`src/rtl/tpu_pkg.sv`:
```
// Shared TPU definitions: element type, drain FSM states and small helpers
// used by the operand-feed and result-drain logic.
package tpu_pkg;

    localparam int DEFAULT_DATA_WIDTH = 8;

    typedef enum logic [1:0] {
        IDLE,
        DRAIN,
        EMIT,
        DONE
    } drain_state_t;

    typedef logic [DEFAULT_DATA_WIDTH-1:0] elem_t;

    // Requested row count limited to the physical array height.
    function automatic logic [7:0] clamp_rows(input logic [7:0] req, input logic [7:0] limit);
        return (req > limit) ? limit : req;
    endfunction

endpackage

```
`src/rtl/deskew_delay.sv`:
```
// Fixed-depth shift register that realigns one column of the skewed drain bus.
// A depth of zero collapses to a plain wire.
module deskew_delay
    import tpu_pkg::*;
#(
    parameter int DEPTH      = 0,
    parameter int DATA_WIDTH = DEFAULT_DATA_WIDTH
) (
    input  logic                  clk,
    input  logic                  reset,
    input  logic [DATA_WIDTH-1:0] din,
    output logic [DATA_WIDTH-1:0] dout
);

    generate
        if (DEPTH == 0) begin : g_wire
            logic unused_clk_reset;
            assign unused_clk_reset = clk ^ reset;
            assign dout = din;
        end else begin : g_shift
            logic [DATA_WIDTH-1:0] stage [0:DEPTH-1];

            // NOTE: non-blocking assignments let every stage sample the previous
            // stage's old value, so the chain shifts by exactly one per clock.
            always_ff @(posedge clk or posedge reset) begin
                if (reset) begin
                    for (int i = 0; i < DEPTH; i++) stage[i] <= '0;
                end else begin
                    stage[0] <= din;
                    for (int i = 1; i < DEPTH; i++) stage[i] <= stage[i-1];
                end
            end

            assign dout = stage[DEPTH-1];
        end
    endgenerate

endmodule

```
`src/rtl/systolic_drain.sv`:
```
// Receive end of the skewed systolic path: deskews the array's down_out bus,
// restores row order into a buffer and streams rows out over a valid/ready port.
module systolic_drain
    import tpu_pkg::*;
#(
    parameter int ROW_NUMBER    = 4,
    parameter int COLUMN_NUMBER = 4,
    parameter int DATA_WIDTH    = DEFAULT_DATA_WIDTH
) (
    input  logic                  clk,
    input  logic                  reset,
    input  logic                  start,
    input  logic [7:0]            size_row_A,
    input  logic [DATA_WIDTH-1:0] down_in [0:COLUMN_NUMBER-1],
    output logic                  res_valid,
    input  logic                  res_ready,
    output logic [7:0]            res_row,
    output logic [DATA_WIDTH-1:0] res_data [0:COLUMN_NUMBER-1],
    output logic                  busy,
    output logic                  done
);

    localparam int         ROW_IDX_W = (ROW_NUMBER > 1) ? $clog2(ROW_NUMBER) : 1;
    localparam logic [7:0] ROW_MAX   = 8'(ROW_NUMBER);
    localparam logic [7:0] SKEW_LAST = 8'(COLUMN_NUMBER - 1);

    drain_state_t state, state_n;

    logic [7:0]            rows_q, skew_cnt, drain_cnt, emit_row;
    logic [DATA_WIDTH-1:0] aligned [0:COLUMN_NUMBER-1];
    logic [DATA_WIDTH-1:0] buffer  [0:ROW_NUMBER-1][0:COLUMN_NUMBER-1];
    logic                  capture, last_capture, handshake, last_handshake;
    logic [ROW_IDX_W-1:0]  wr_idx, rd_idx;

    // Column j arrives j cycles late; delaying it by COLUMN_NUMBER-1-j lines all columns up.
    generate
        for (genvar j = 0; j < COLUMN_NUMBER; j++) begin : g_col
            deskew_delay #(
                .DEPTH      (COLUMN_NUMBER - 1 - j),
                .DATA_WIDTH (DATA_WIDTH)
            ) u_delay (
                .clk   (clk),
                .reset (reset),
                .din   (down_in[j]),
                .dout  (aligned[j])
            );
        end
    endgenerate

    assign capture        = (state == DRAIN) && (skew_cnt == SKEW_LAST);
    assign last_capture   = capture && (drain_cnt == rows_q - 8'd1);
    assign handshake      = res_valid && res_ready;
    assign last_handshake = handshake && (emit_row == rows_q - 8'd1);
    // The bottom row drains first, so item k lands in row rows-1-k.
    assign wr_idx         = ROW_IDX_W'(rows_q - 8'd1 - drain_cnt);
    assign rd_idx         = ROW_IDX_W'(emit_row);

    always_ff @(posedge clk or posedge reset) begin
        if (reset) state <= IDLE;
        else       state <= state_n;
    end

    // NOTE: state_n takes a default before the case so no path leaves it unassigned,
    // which would otherwise infer a latch.
    always_comb begin
        state_n = state;
        case (state)
            IDLE:  if (start) state_n = (size_row_A == 8'd0) ? DONE : DRAIN;
            DRAIN: if (last_capture) state_n = EMIT;
            EMIT:  if (last_handshake) state_n = DONE;
            DONE:  state_n = IDLE;
            default: state_n = IDLE;
        endcase
    end

    always_ff @(posedge clk or posedge reset) begin
        if (reset) begin
            rows_q    <= '0;
            skew_cnt  <= '0;
            drain_cnt <= '0;
            emit_row  <= '0;
        end else if (state == IDLE && start) begin
            rows_q    <= clamp_rows(size_row_A, ROW_MAX);
            skew_cnt  <= '0;
            drain_cnt <= '0;
            emit_row  <= '0;
        end else if (state == DRAIN) begin
            if (capture) drain_cnt <= drain_cnt + 8'd1;
            else         skew_cnt  <= skew_cnt + 8'd1;
        end else if (handshake) begin
            emit_row <= emit_row + 8'd1;
        end
    end

    // NOTE: the result buffer has no reset; it is only read while res_valid is high,
    // and every such row has been written during the preceding drain.
    always_ff @(posedge clk) begin
        if (capture) buffer[wr_idx] <= aligned;
    end

    assign res_valid = (state == EMIT);
    assign busy      = (state != IDLE);
    assign done      = (state == DONE);
    assign res_row   = res_valid ? emit_row : 8'd0;

    always_comb begin
        for (int j = 0; j < COLUMN_NUMBER; j++) begin
            res_data[j] = res_valid ? buffer[rd_idx][j] : '0;
        end
    end

endmodule

```
`config.mk`:
```
export PLATFORM = sky130hd
export DESIGN_NAME = systolic_drain
export DESIGN_NICKNAME = d
export VERILOG_FILES = /design/src/rtl/tpu_pkg.sv /design/src/rtl/deskew_delay.sv /design/src/rtl/systolic_drain.sv
export SDC_FILE = /design/constraint.sdc
export NUM_CORES = 1
export LEC_CHECK = 0
export CAP_MARGIN = 40
export CORE_MARGIN = 5
export CORE_UTILIZATION = 60
export DETAILED_ROUTE_END_ITERATION = 10
export PLACE_DENSITY_LB_ADDON = 0.12
export SYNTH_ARGS = -nofsm -noshare
export SYNTH_HDL_FRONTEND = slang
export SYNTH_SLANG_ARGS = --single-unit
```
`constraint.sdc`:
```
create_clock -name clk -period 6.8 [get_ports clk]
set_clock_uncertainty 0.15 [all_clocks]
set_input_delay 1.02 -clock clk [delete_from_list [all_inputs] [get_ports clk]]
set_output_delay 1.02 -clock clk [all_outputs]
set_load 0.01 [all_outputs]
```
==> impl_metrics.env, run 1 <==
export IMPL_critical_path_slowest_cell="dfrtp_2"
export IMPL_die_area_um2=16200
export IMPL_via_count=4401
export IMPL_crit_arrival_ps=2890
export IMPL_post_cts_resized=0
export IMPL_insertion_delay_ps=480
export IMPL_stdcell_count=781
export IMPL_netlist_area_um2=8250
export IMPL_first_iter_violations=326
export IMPL_setup_slack_ps=2740
export IMPL_crit_type="reg -> out"
export IMPL_antenna_found_initial=0
export IMPL_antenna_cells=0
export IMPL_rsz0062_at_grt="false"
export IMPL_syn_area_per_cell_um2=16.6
export IMPL_crit_path_end_kind="primary output"
export IMPL_start_util=0.618
export IMPL_drt_pass1_iter_count=6
export IMPL_synth_largest_area_cell="edfxtp_1"
export IMPL_area_growth_pct=21.4
export IMPL_fin_nets=645
export IMPL_synth_top_area_frac=0.466
export IMPL_drv_cap=0
export IMPL_syn_instance_count=497
export IMPL_rows=42
export IMPL_hold_ws_ps=195
export IMPL_max_stage_delay_ps=700
export IMPL_synth_area_leaders="edfxtp_1 47%, dfrtp_1 25%, mux4_2 8.7%"
export IMPL_die_h_um=127
export IMPL_ys_async_sr_fraction=0.390
export IMPL_regToRegSetupSlack_ps=3540
export IMPL_finalPower_mw=3.53
export IMPL_grt_pass1_wl_um=25300
export IMPL_crit_chain="buf_4 > mux4_2 > and2_1 > clkdlybuf4s50_1"
export IMPL_ir_drop_mv=0.279
export IMPL_hpwl_um=9790
export IMPL_yosys_top_cells_count="128 x edfxtp_1, 82 x dfrtp_1, 46 x and2_1, 38 x nor2_1, 32 x mux4_2"
export IMPL_avgViaCountPerCell=5.64
export IMPL_post_route_period_util=0.597
export IMPL_grt_start_max_net_pins=47
export IMPL_power_density_nw_per_um2=352
export IMPL_layout_drive_gt1_share=0.144
export IMPL_stdcell_area_um2=10000
export IMPL_drc=0
export IMPL_drtAntennaViolNets=0
export IMPL_place_congestion=0.845
export IMPL_timing_final_crit_period_ps=4060
export IMPL_synth_edff_count=128
export IMPL_relSlewSlack=0.459
export IMPL_synth_fp_nets=552
export IMPL_clkTransAtPathRegs_ps=60
export IMPL_required_ps=5630
export IMPL_yosysMostFrequentCell="edfxtp_1"
export IMPL_post_place_cells=743
export IMPL_cts_tree="yes"
export IMPL_yosys_cell_types_count=45
export IMPL_cp_start_kind="flip-flop"
export IMPL_fmax_mhz=246
export IMPL_synth_ff_type="edfxtp_1"
export IMPL_gr_usage_all_layers=0.200
export IMPL_p_leak_nw=3.71
export IMPL_post_cts_buffers=0
export IMPL_worst_pin_slew_ps=812
export IMPL_cts_hold_buf=0
export IMPL_synth_warnings=0
export IMPL_setup_viol=0
export IMPL_dpl_instance_area_um2=9350
export IMPL_root_buffer="clkbuf_16"
export IMPL_die_width_um=127
export IMPL_final_util=0.750
export IMPL_ios=87
export IMPL_grt_ovfl_total=0
export IMPL_worstHoldPathType="reg -> reg"
export IMPL_cts_buffer_depth=3
export IMPL_grt_pass1_vias=4630
export IMPL_synth_yosys_seq_area_share=0.715
export IMPL_tns_ps=0
export IMPL_h_tree_depth=1
export IMPL_path_max_fanout=21
export IMPL_cts_inserted_buffers=21
export IMPL_slew_viol_final=0
export IMPL_core_area_um2=13300
export IMPL_finalHoldViolCount=0
export IMPL_clock_sinks=210
export IMPL_post_place_ws_ps=3170
export IMPL_ys_seq_elements=210
export IMPL_status="finished clean"
export IMPL_drt_total_wl_um=15300
export IMPL_wl_per_cell_um=19.6
export IMPL_port_buffers=86
[cells in the final DEF, fill, tap and decap left out, types with 2 or more instances in the layout]
master,netlist,final
a21oi_1,3,3
a2bb2oi_1,3,3
a31oi_1,3,3
and2_1,46,46
and3_1,3,3
buf_12,0,2
buf_4,0,5
bufinv_16,0,2
clkbuf_1,11,3
clkbuf_16,0,21
clkdlybuf4s50_1,0,86
clkinv_2,0,8
clkinvlp_4,0,2
dfrtp_1,82,80
dfrtp_2,0,2
edfxtp_1,128,128
ha_1,11,11
inv_1,8,7
mux2i_1,2,2
mux4_2,32,32
nand2_1,16,16
nand3_1,13,13
nand4_1,9,9
nor2_1,38,36
nor2_4,0,2
nor3_1,5,3
nor3_2,2,4
o21ai_0,5,5
or3_1,3,3
xnor2_1,18,18
xor2_1,23,23
[state kept, by name (all words and copies together) (netlist names)]
name	flops
state	2
g_col.u_delay.dout	24
g_col.u_delay.g_shift.stage	24
rows_q	8
emit_row	8
drain_cnt	8
buffer	128
skew_cnt	8
[metal layers]
| metal | wire (µm) | part of all wire | track usage |
|---|---|---|---|
| met1 | 6260 | 0.41 | 0.276 |
| met2 | 7900 | 0.52 | 0.341 |
| met3 | 872 | 0.057 | 0.0317 |
| met4 | 257 | 0.017 | 0.0467 |
| met5 | 0 | 0 | 0 |
[cell families (layout without fill, tap and decap cells)]
| family | after synthesis | after routing | synth area share |
|---|---|---|---|
| AO/OA/AOI/OAI | 24 | 24 | 0.0206 |
| XOR/XNOR | 41 | 41 | 0.0435 |
| multiplexers | 34 | 34 | 0.0898 |
| adder cells (fa/ha/maj) | 11 | 11 | 0.0167 |
| buffers and inverters | 32 | 140 | 0.0177 |
| flip-flops | 210 | 210 | 0.715 |
| AND/OR/NAND/NOR | 145 | 145 | 0.0968 |
[power by group]
part,switching (mW),internal [mW],total [mW]
clock,0.452,0.647,1.10
combinational,0.409,0.498,0.907
sequential,0.101,1.42,1.52
total,0.962,2.56,3.53
[final timing paths]
check / startpoint / to / depth (start not counted)
worst max register to register: state[0] / state[1] / 9
worst max-delay path: emit_row[0] / res_data[14] / 4
worst min-delay path: g_col[0].u_delay.g_shift.stage[23] / g_col[0].u_delay.g_shift.stage[15] / 0
max in group asynchronous: reset / rows_q[6] / 3
worst min register to register: g_col[0].u_delay.g_shift.stage[23] / g_col[0].u_delay.g_shift.stage[15] / 0
min in group asynchronous: reset / g_col[0].u_delay.dout[5] / 2
[worst max-delay path, delay by kind of cell, from the launching register on]
kind                   cells  cell delay (ps)
DFF                        1              700
muxes                      1              570
buffers and inverters      2              950
and+or+nand+nor            1              180
[area by class of cell]
type | instances | area, µm²
fill | 792 | 3330
clock buffer | 24 | 537
inverter | 8 | 31.3
sequential | 210 | 5900
timing repair buffer | 94 | 966
clock inverter | 14 | 131
tap | 176 | 220
multi-input combinational | 255 | 2230
Power figures use the tool's default switching activity.
==> inputs of run 2 (changes only) <==
CORE_UTILIZATION = 56   (was 60)
clock period = 4 ns   (was 6.8 ns; I/O delays follow)
==> run 2 against run 1 <==
  * First-iteration DRC count rose by 3.4%
  * Flip-flop and latch count did not move
  * Die area rose by 6.6%
  * Critical path depth did not move
  * Cell count rose by 1.5%
  * Clock power rose by 71%
  * Largest power group unchanged
==> impl_metrics.env, run 2 (synthesis gave the netlist of run 1 again) <==
export IMPL_status="finished clean"
export IMPL_antenna_found_initial=0
export IMPL_ir_drop_mv=0.504
export IMPL_h_tree_depth=1
export IMPL_largest_reg_flops=128
export IMPL_wl_per_cell_um=18.1
export IMPL_cts_buffer_depth=3
export IMPL_cts_hold_buf=0
export IMPL_drv_cap=0
export IMPL_worstHoldPathType="reg -> reg"
export IMPL_drtAntennaViolNets=0
export IMPL_die_area_um2=17300
export IMPL_p_clk_frac=0.315
export IMPL_comb_power_share=0.248
export IMPL_drt_total_wl_um=14300
export IMPL_regToRegSetupSlack_ps=1200
export IMPL_cts_tree="yes"
export IMPL_crit_type="reg -> out"
export IMPL_rsz0062_at_grt="false"
export IMPL_finalHoldViolCount=0
export IMPL_cts_inserted_buffers=22
export IMPL_crit_arrival_ps=2690
export IMPL_required_ps=3250
export IMPL_post_place_ws_ps=1020
export IMPL_root_buffer="clkbuf_16"
export IMPL_drt_pass1_iter_count=4
export IMPL_first_iter_violations=337
export IMPL_power_density_nw_per_um2=594
export IMPL_post_route_period_util=0.861
export IMPL_setup_viol=0
export IMPL_die_h_um=131
export IMPL_worst_pin_slew_ps=832
export IMPL_layout_common_cells="128 x edfxtp_1, 86 x clkdlybuf4s50_1, 80 x dfrtp_1"
export IMPL_clock_sinks=210
export IMPL_port_buffers=86
export IMPL_start_util=0.570
export IMPL_area_growth_pct=21.8
export IMPL_grt_ovfl_total=0
export IMPL_final_util=0.694
export IMPL_path_max_fanout=21
export IMPL_netSwitchingFraction=0.272
export IMPL_worstReg2RegStart="rows_q[0]"
export IMPL_core_area_um2=14500
export IMPL_timing_final_crit_period_ps=3440
export IMPL_grt_start_max_net_pins=45
export IMPL_insertion_delay_ps=500
export IMPL_tns_ps=0
export IMPL_cp_start_kind="flip-flop"
export IMPL_relSlewSlack=0.445
export IMPL_grt_pass1_wl_um=24300
export IMPL_avgViaCountPerCell=5.46
export IMPL_seq_power_share=0.437
export IMPL_place_congestion=0.803
export IMPL_layout_commonest_cell="edfxtp_1"
export IMPL_rows=44
export IMPL_grt_pass1_vias=4629
export IMPL_setup_slack_ps=557
export IMPL_switchingPower_mw=1.63
export IMPL_p_leak_nw=3.72
export IMPL_post_cts_buffers=0
export IMPL_fmax_mhz=290
export IMPL_min_delay_start="g_col[0].u_delay.g_shift.stage[22]"
export IMPL_post_cts_resized=0
export IMPL_intPower_mw=4.34
export IMPL_die_width_um=131
export IMPL_gr_usage_all_layers=0.172
export IMPL_drc=0
export IMPL_slew_viol_final=0
export IMPL_layout_drive_gt1_share=0.141
export IMPL_clkTransAtPathRegs_ps=60
export IMPL_cp_startpoint="emit_row[0]"
export IMPL_crit_path_end_kind="primary output"
export IMPL_hold_ws_ps=194
export IMPL_fin_nets=648
export IMPL_via_count=4327
export IMPL_ios=87
export IMPL_regMostFlops="buffer"
export IMPL_hpwl_um=9080
export IMPL_antenna_cells=0
## run 2: routing by layer
layer / vias to the layer above / track usage / wire length [µm]
met2: 111 / 0.289 / 7250
met1: 2174 / 0.234 / 6170
met5: - / 0 / 0
li1: 2023 / - / -
met3: 19 / 0.0352 / 742
met4: 0 / 0.0434 / 184
## run 2: layout make-up
class,count,area [µm²]
Clock buffer,33,622
Fill cell,969,4430
Sequential cell,210,5900
Inverter,8,31.3
Clock inverter,7,66.3
Tap cell,184,230
Multi-Input combinational cell,255,2240
Timing Repair Buffer,96,961
## run 2: final timing paths
check / depth (start not counted) / endpoint
max in group asynchronous: 3 / g_col[2].u_delay.dout[1]
min reg2reg: 0 / g_col[0].u_delay.g_shift.stage[14]
min in group asynchronous: 2 / g_col[0].u_delay.g_shift.stage[17]
max reg2reg: 6 / buffer[3][16]
max: 4 / res_data[15]
min: 0 / g_col[0].u_delay.g_shift.stage[14]
## run 2: stage by stage
step	power, mW	area (µm²)	std cells
final	5.97	10000	793
after global routing	6.30	10000	793
after CTS	6.06	10000	793
after detailed placement	4.16	9360	753
after global placement	4.13	9360	753
after floorplan	3.58	8250	497
## run 2: power groups by stage
stage | registers, mW | clock network, mW | logic, mW
after floorplan | 2.51 | 0 | 1.07
after global placement | 2.65 | 0 | 1.48
after detailed placement | 2.66 | 0 | 1.50
after CTS | 2.62 | 1.93 | 1.51
after global routing | 2.64 | 2.04 | 1.62
final | 2.61 | 1.88 | 1.48
## run 2: worst max-delay path: stages, from the launching register on
cell	delay, ps
dfrtp_2	730
buf_12	280
mux4_2	530
and2_1	170
clkdlybuf4s50_1	480
==> inputs of run 3 (changes only) <==
CORE_MARGIN = not set   (was 5)
==> run 3 against run 2 <==
  * Setup slack got worse by 9.0 ps
  * Critical endpoint is now res_data[14]
  * Register-to-register slack got worse by 180 ps
  * Via count increased by 1.3%
  * Hold slack got worse by 6.6 ps
  * Critical path type unchanged
  * Flip-flop and latch count unchanged
  * Power increased by 0.73%
  * Largest cell class unchanged
  * Count of clock-buffer cells in the layout decreased by 2
  * Sequential share of layout area increased by 0.095 points
  * Clock power about the same
==> impl_metrics.env, run 3 (synthesis gave the netlist of run 1 again) <==
export IMPL_status="finished clean"
export IMPL_gr_usage_all_layers=0.207
export IMPL_die_width_um=123
export IMPL_layout_drive_gt1_share=0.143
export IMPL_grt_pass1_wl_um=23400
export IMPL_drv_cap=0
export IMPL_start_util=0.583
export IMPL_crit_type="reg -> out"
export IMPL_h_tree_depth=1
export IMPL_ir_drop_mv=0.328
export IMPL_post_cts_resized=0
export IMPL_worst_pin_slew_ps=807
export IMPL_drt_pass1_iter_count=4
export IMPL_fin_nets=648
export IMPL_setup_viol=0
export IMPL_ios=87
export IMPL_worstHoldPathType="reg -> reg"
export IMPL_cts_buffer_depth=3
export IMPL_grt_start_max_net_pins=36
export IMPL_wl_per_cell_um=18.6
export IMPL_post_place_ws_ps=1000
export IMPL_antenna_cells=0
export IMPL_first_iter_violations=256
export IMPL_largest_reg_flops=128
export IMPL_grt_pass1_vias=4591
export IMPL_comb_power_share=0.263
export IMPL_post_cts_buffers=0
export IMPL_setup_slack_ps=548
export IMPL_tns_ps=0
export IMPL_core_area_um2=14100
export IMPL_fmax_mhz=290
export IMPL_clkTransAtPathRegs_ps=60
export IMPL_port_buffers=86
export IMPL_path_max_fanout=21
export IMPL_cts_tree="yes"
export IMPL_area_growth_pct=21.6
export IMPL_intPower_mw=4.38
export IMPL_crit_path_end_kind="primary output"
export IMPL_required_ps=3250
export IMPL_layout_common_cells="128 x edfxtp_1, 86 x clkdlybuf4s50_1, 80 x dfrtp_1"
export IMPL_drc=0
export IMPL_layout_commonest_cell="edfxtp_1"
export IMPL_post_route_period_util=0.863
export IMPL_slew_viol_final=0
export IMPL_place_congestion=0.809
export IMPL_drtAntennaViolNets=0
export IMPL_drt_total_wl_um=14700
export IMPL_seq_power_share=0.426
export IMPL_root_buffer="clkbuf_16"
export IMPL_avgViaCountPerCell=5.56
export IMPL_rows=43
export IMPL_p_clk_frac=0.312
export IMPL_netSwitchingFraction=0.271
export IMPL_p_leak_nw=3.72
export IMPL_crit_arrival_ps=2700
export IMPL_insertion_delay_ps=500
export IMPL_grt_ovfl_total=0
export IMPL_switchingPower_mw=1.63
export IMPL_relSlewSlack=0.461
export IMPL_finalHoldViolCount=0
export IMPL_rsz0062_at_grt="false"
export IMPL_power_density_nw_per_um2=600
export IMPL_die_area_um2=15200
export IMPL_cts_hold_buf=0
export IMPL_cp_start_kind="flip-flop"
export IMPL_regMostFlops="buffer"
export IMPL_via_count=4382
export IMPL_die_h_um=123
export IMPL_hpwl_um=9220
export IMPL_antenna_found_initial=0
export IMPL_clock_sinks=210
export IMPL_cts_inserted_buffers=21
export IMPL_timing_final_crit_period_ps=3450
## run 3: cell count changes in the layout (fill, tap and decap cells not counted)
cell	change
clkinv_16	-1
clkinv_4	-1
clkbuf_1	-2
buf_4	+1
clkbuf_8	+1
clkbuf_16	-1
inv_6	+1
bufinv_16	+1
## run 3: cell type report
| type | instances | area [µm²] |
|---|---|---|
| Clock inverter | 7 | 66.3 |
| Fill cell | 928 | 4120 |
| Sequential cell | 210 | 5900 |
| Multi-Input combinational cell | 255 | 2240 |
| Timing Repair Buffer | 97 | 968 |
| Clock buffer | 31 | 603 |
| Inverter | 8 | 31.3 |
| Tap cell | 180 | 225 |
## run 3: path summary, 6_finish.rpt
path	startpoint	endpoint	slack [ps]	depth (start not counted)
max	emit_row[0]	res_data[14]	550	4
min	g_col[0].u_delay.g_shift.stage[10]	g_col[0].u_delay.dout[2]	190	0
max reg2reg	state[1]	buffer[0][20]	1020	7
min reg2reg	g_col[0].u_delay.g_shift.stage[10]	g_col[0].u_delay.dout[2]	190	0
max in group asynchronous	reset	g_col[2].u_delay.dout[1]	2660	3
min in group asynchronous	reset	g_col[1].u_delay.g_shift.stage[15]	290	2
## run 3: per-layer routing
metal	vias up	GRT usage	share of wire
li1	2020	-	-
met1	2222	0.275	0.43
met2	121	0.351	0.50
met3	19	0.0341	0.049
met4	0	0.0700	0.017
met5	-	0	0
## run 3: power by group through the flow
stage	clock network, mW	logic (mW)	registers, mW
final	1.87	1.58	2.56
after global routing	2.00	1.73	2.58
after CTS	1.92	1.61	2.56
after detailed placement	0	1.59	2.60
after global placement	0	1.48	2.66
after floorplan	0	1.07	2.51
## run 3: critical path: stages, from the launching register on
cell and delay (ps):
dfrtp_2 730, buf_12 290, mux4_2 530, and2_1 180, clkdlybuf4s50_1 470
## run 3: metrics by stage
stage	util	hold slack (ps)	cells	cell area, µm²	total power [mW]
global route	0.709	197	788	10000	6.31
global placement	0.660	183	749	9340	4.14
CTS	0.709	184	788	10000	6.08
finish	0.709	187	788	10000	6.02
detailed placement	0.662	185	750	9360	4.20
floorplan	-	181	497	8250	3.58
